===== src/rtl/usb_tx_pkg.sv =====
// usb_tx_pkg: shared state type, CRC16/USB constants and byte-wise CRC update
package usb_tx_pkg;
  typedef enum logic [1:0] {IDLE, DATA, CRC1, CRC2} usb_tx_state_t;
  localparam logic [15:0] CRC16_POLY_R = 16'hA001;
  localparam logic [15:0] CRC16_INIT = 16'hFFFF;
  function automatic logic [15:0] crc16_upd(input logic [15:0] crc, input logic [7:0] din);
    logic [15:0] c;
    c = crc ^ {8'h00, din};
    for (int i = 0; i < 8; i++) c = c[0] ? (c >> 1) ^ CRC16_POLY_R : c >> 1;
    return c;
  endfunction
endpackage


===== src/rtl/usb_crc16_reg.sv =====
// usb_crc16_reg: CRC16/USB accumulator (clk, reset, init -> FFFF, en folds din into crc)
module usb_crc16_reg
  import usb_tx_pkg::*;
(
  input  logic        clk,
  input  logic        reset,
  input  logic        init,
  input  logic        en,
  input  logic [7:0]  din,
  output logic [15:0] crc
);
  always_ff @(posedge clk)
    crc <= (reset || init) ? CRC16_INIT : en ? crc16_upd(crc, din) : crc;
endmodule


===== src/rtl/usb_tx_crc_framer.sv =====
// usb_tx_crc_framer: USB TX data-packet framer, payload pass-through + CRC16 trailer, optional beat history tx_hist under USB_TX_HIST_EN
module usb_tx_crc_framer
  import usb_tx_pkg::*;
#(
  parameter int MAX_LEN = 64,
  parameter int HIST_DEPTH = 10
) (
  input  logic                  clk,
  input  logic                  reset,
  input  logic                  send_data,
  input  logic                  zlp,
  input  logic [7:0]            in_data,
  input  logic                  in_valid,
  input  logic                  in_last,
  output logic                  in_ready,
  output logic [7:0]            tx_data,
  output logic                  tx_valid,
  input  logic                  tx_ready,
  output logic                  busy,
  output logic                  len_err,
  output logic [HIST_DEPTH-1:0] tx_hist
);
  localparam int CW = $clog2(MAX_LEN + 1);
  usb_tx_state_t state;
  logic [CW-1:0] count;
  logic [15:0] crc;
  logic beat, at_max, fin, start;
  assign start = state == IDLE && send_data;
  assign beat = state == DATA && in_valid && tx_ready;
  assign at_max = count == CW'(MAX_LEN - 1);
  assign fin = beat && (in_last || at_max);
  assign len_err = beat && at_max && !in_last;
  assign busy = state != IDLE;
  assign in_ready = state == DATA && tx_ready;
  assign tx_valid = state == DATA ? in_valid : state != IDLE;
  assign tx_data = state == DATA ? in_data : state == CRC1 ? ~crc[7:0] : state == CRC2 ? ~crc[15:8] : 8'h00;
  usb_crc16_reg u_crc (
    .clk(clk),
    .reset(reset),
    .init(start),
    .en(beat),
    .din(in_data),
    .crc(crc)
  );
  always_ff @(posedge clk)
    if (reset) begin
      state <= IDLE;
      count <= '0;
    end else begin
      state <= start ? (zlp ? CRC1 : DATA) : fin ? CRC1 : (state == CRC1 && tx_ready) ? CRC2 : (state == CRC2 && tx_ready) ? IDLE : state;
      count <= state == IDLE ? '0 : beat ? count + 1'b1 : count;
    end
`ifdef USB_TX_HIST_EN
  always_ff @(posedge clk)
    tx_hist <= reset ? '0 : HIST_DEPTH'({tx_hist, tx_valid & tx_ready});
`else
  assign tx_hist = '0;
`endif
endmodule


===== config.mk =====
export PLATFORM = sky130hd
export DESIGN_NAME = usb_tx_crc_framer
export DESIGN_NICKNAME = d
export VERILOG_FILES = /design/src/rtl/usb_tx_pkg.sv /design/src/rtl/usb_crc16_reg.sv /design/src/rtl/usb_tx_crc_framer.sv
export SDC_FILE = /design/constraint.sdc
export NUM_CORES = 1
export LEC_CHECK = 0
export CAP_MARGIN = 20
export CORE_MARGIN = 4
export CORE_UTILIZATION = 35
export CTS_CLUSTER_SIZE = 20
export DETAILED_ROUTE_END_ITERATION = 7
export SLEW_MARGIN = 20
export SYNTH_ARGS = -nofsm -noshare
export SYNTH_HDL_FRONTEND = slang
export SYNTH_HIERARCHICAL = 1
export SYNTH_SLANG_ARGS = --single-unit

===== constraint.sdc =====
create_clock -name clk -period 2.62 [get_ports clk]
set_clock_uncertainty 0.1 [all_clocks]
set_input_delay 0.524 -clock clk [delete_from_list [all_inputs] [get_ports clk]]
set_output_delay 0.524 -clock clk [all_outputs]
set_load 0.01 [all_outputs]

==> flow_metrics.env <==
export IMPL_first_iter_violations=79
export IMPL_post_dp_hpwl_mm=2.39
export IMPL_number_of_antenna_violations_at_the_first_check_in_global_routing=0
export IMPL_seq_area_frac_synth_pct=32.2
export IMPL_dp_cells=254
export IMPL_numPortBuffers=26
export IMPL_clock_latency_ps=260
export IMPL_avgRoutedWirePerCell_um=12.3
export IMPL_synth_ff_latch_count=25
export IMPL_routed_via_count=1260
export IMPL_synth_edff_count=0
export IMPL_netlist_area_leader_share_pct=32.2
export IMPL_run_status="finished clean"
export IMPL_design_core_area_um2=4140
export IMPL_drive_above_1_share_pct=12.0
export IMPL_routed_via_density=4.88
export IMPL_die_height_um=74.7
export IMPL_synth_simple_gate_area_share_pct=17.4
export IMPL_achievable_frequency_mhz=395
export IMPL_synthDistinctLibCells=43
export IMPL_critical_path_startpoint_type="input port"
export IMPL_final_period_utilization_pct=96.7
export IMPL_timing_final_setup_violations=0
export IMPL_required_ps=2000
export IMPL_clock_transition_at_path_regs_ps=80
export IMPL_postLayoutCoreUtil_pct=46.2
export IMPL_max_cap_violations=0
export IMPL_dieArea_um2=5570
export IMPL_crit_path_end_kind="output port"
export IMPL_post_synth_fa_ha_maj_area_fraction_pct=0.805
export IMPL_grt_start_max_net_pins=21
export IMPL_die_w_um=74.7
export IMPL_nets=225
export IMPL_synth_largest_area_cell="sky130_fd_sc_hd__dfxtp_1"
export IMPL_post_synth_cell_area_avg_um2=8.84
export IMPL_cp_max_fo=2
export IMPL_synth_async_reset_ratio_pct=0
export IMPL_insertedDiodeCount=0
export IMPL_setup_worst_path_class="in -> out"
export IMPL_start_util_pct=37.5
export IMPL_antenna_left=0
export IMPL_syn_instance_count=176
export IMPL_dp_worst_setup_slack_ps=-221
export IMPL_timing_critical_path_arrival_ps=1910
export IMPL_grt_first_pass_wirelength_mm=5.34
export IMPL_finish_cell_count_without_fillers=258
export IMPL_setup_tns_final_ps=0
export IMPL_ys_flop_type="sky130_fd_sc_hd__dfxtp_1"
export IMPL_irDropWorstVdd_mv=0.205
export IMPL_cts_tree="done"
export IMPL_timing_max_transition_violations_final=0
export IMPL_powerDensity_nw_per_um2=445
export IMPL_rsz_0062_raised_after_global_routing="no"
export IMPL_p_leak_uw=0.000704
export IMPL_synthMuxAreaShare_pct=9.73
export IMPL_synth_compound_area_share_pct=17.2
export IMPL_synth_xor_area_share_pct=12.9
export IMPL_globalplace_congestion=0.738
export IMPL_max_clock_path_buffers=2
export IMPL_num_rows=23
export IMPL_drc_violation_count_after_routing=0
export IMPL_overflow=0
export IMPL_final_period_minus_worst_setup_slack_ps=2530
export IMPL_global_route_usage_total_pct=12.0
export IMPL_yosys_warnings=6
export IMPL_synth_area_leaders="sky130_fd_sc_hd__dfxtp_1 (32%), sky130_fd_sc_hd__xnor2_1 (9.6%), sky130_fd_sc_hd__mux2i_1 (9.0%)"
export IMPL_htreeDepth=1
export IMPL_mappedNetlistArea_um2=1560
export IMPL_synth_top_family_by_area="simple AND/OR/NAND/NOR gates"
export IMPL_ctsResizeCount=2
export IMPL_post_route_worst_setup_slack_ps=87.5
export IMPL_finalHoldViolCount=0
export IMPL_pin_count=37
export IMPL_tritoncts_num_sinks=25
export IMPL_cts_setup_buffers=0
export IMPL_cts_hold_buf=0
export IMPL_cts_buffers=3
export IMPL_detail_route_wirelength_mm=3.18
export IMPL_ctsRootBufferMaster="sky130_fd_sc_hd__clkbuf_8"
export IMPL_area_growth_synth_to_final_pct=23.1
export IMPL_first_global_vias=1169
export IMPL_type_of_the_tightest_min_delay_check="reg -> reg"
export IMPL_drtPass1Iterations=4
==> state kept, by name, indices dropped and copies added (netlist names) <==
register and flops:
count 7, state 2, u_crc/crc 16
==> power breakdown <==
group | leakage, uW | internal [uW] | total [uW] | switching [uW]
registers | 0.000203 | 387 | 395 | 8.06
clock network | 0.0000228 | 109 | 225 | 116
logic | 0.000478 | 120 | 232 | 112
==> Yosys cell counts, drive strengths merged, types with 2 or more instances <==
master and instances:
nand3 3, clkbuf 4, o31ai 3, nor2 6
xnor2 17, o21bai 2, xor2 3, a21oi 7
dfxtp 25, nand4b 2, o21ai 10, or3 3
inv 4, a22o 8, nand2 27, or4 3
nor3 2, mux2i 14, a221oi 2, buf 14
==> layout by cell type, fill, tap and decap left out, drive strengths merged, types with 6 or more instances in the layout <==
cell            n
conb           10
buf            12
nand2          27
a21oi           7
clkdlybuf4s50  25
o21ai          10
nor2            6
dfxtp          25
a22o            8
mux2i          14
xnor2          17
==> final timing paths <==
path,start,to,slack (ps),depth (start not counted)
setup / recovery,in_valid,len_err,90,5
hold / removal,count[6]$_SDFFE_PP0P_,count[6]$_SDFFE_PP0P_,380,2
setup reg to reg,u_crc/crc[4]$_SDFFE_PP1P_,u_crc/crc[15]$_SDFFE_PP1P_,770,5
hold reg to reg,count[6]$_SDFFE_PP0P_,count[6]$_SDFFE_PP0P_,380,2
==> critical path, stage by stage <==
cell	delay (ps)
sky130_fd_sc_hd__clkdlybuf4s50_1	520
sky130_fd_sc_hd__nand4b_4	120
sky130_fd_sc_hd__or3_1	390
sky130_fd_sc_hd__nor2_1	110
sky130_fd_sc_hd__clkdlybuf4s15_1	250
==> cells by family (layout without fill, tap and decap cells) <==
family                     after synthesis  count (layout)
buffers and inverters                   23              46
muxes                                   15              15
AOI/OAI and AO/OA                       38              38
and+or+nand+nor                         52              52
DFF                                     25              25
other                                    1              10
xor gates and xnor gates                21              21
adders and majority gates                1               1
==> metrics by stage <==
stage          instance area (um2)  hold WS [ps]  power (uW)
6_report                      1910           381         851
5_1_grt                       1910           408         896
3_3_place_gp                  1870           369         637
3_5_place_dp                  1870           370         636
4_1_cts                       1910           382         863
2_1_floorplan                 1590           347         557
==> layer usage <==
metal	vias up	share of wire, %	routed length [um]	global-route usage [%]
met5	-	0	0	0
met4	0	0.63	20	2.37
met3	2	5.2	166	2.27
met2	29	47	1500	19.6
met1	568	47	1490	16.7
li1	661	-	-	-
==> final cells by class <==
| cell class | instances | area [um2] |
|---|---|---|
| repair buffers | 38 | 350 |
| flip-flops and latches | 25 | 502 |
| clock buffers | 4 | 45.0 |
| multi-input cells | 137 | 940 |
| well taps | 50 | 62.6 |
| fillers | 431 | 2230 |
| inverters | 4 | 15.0 |
Note: power is estimated with default switching activity, not from simulation.
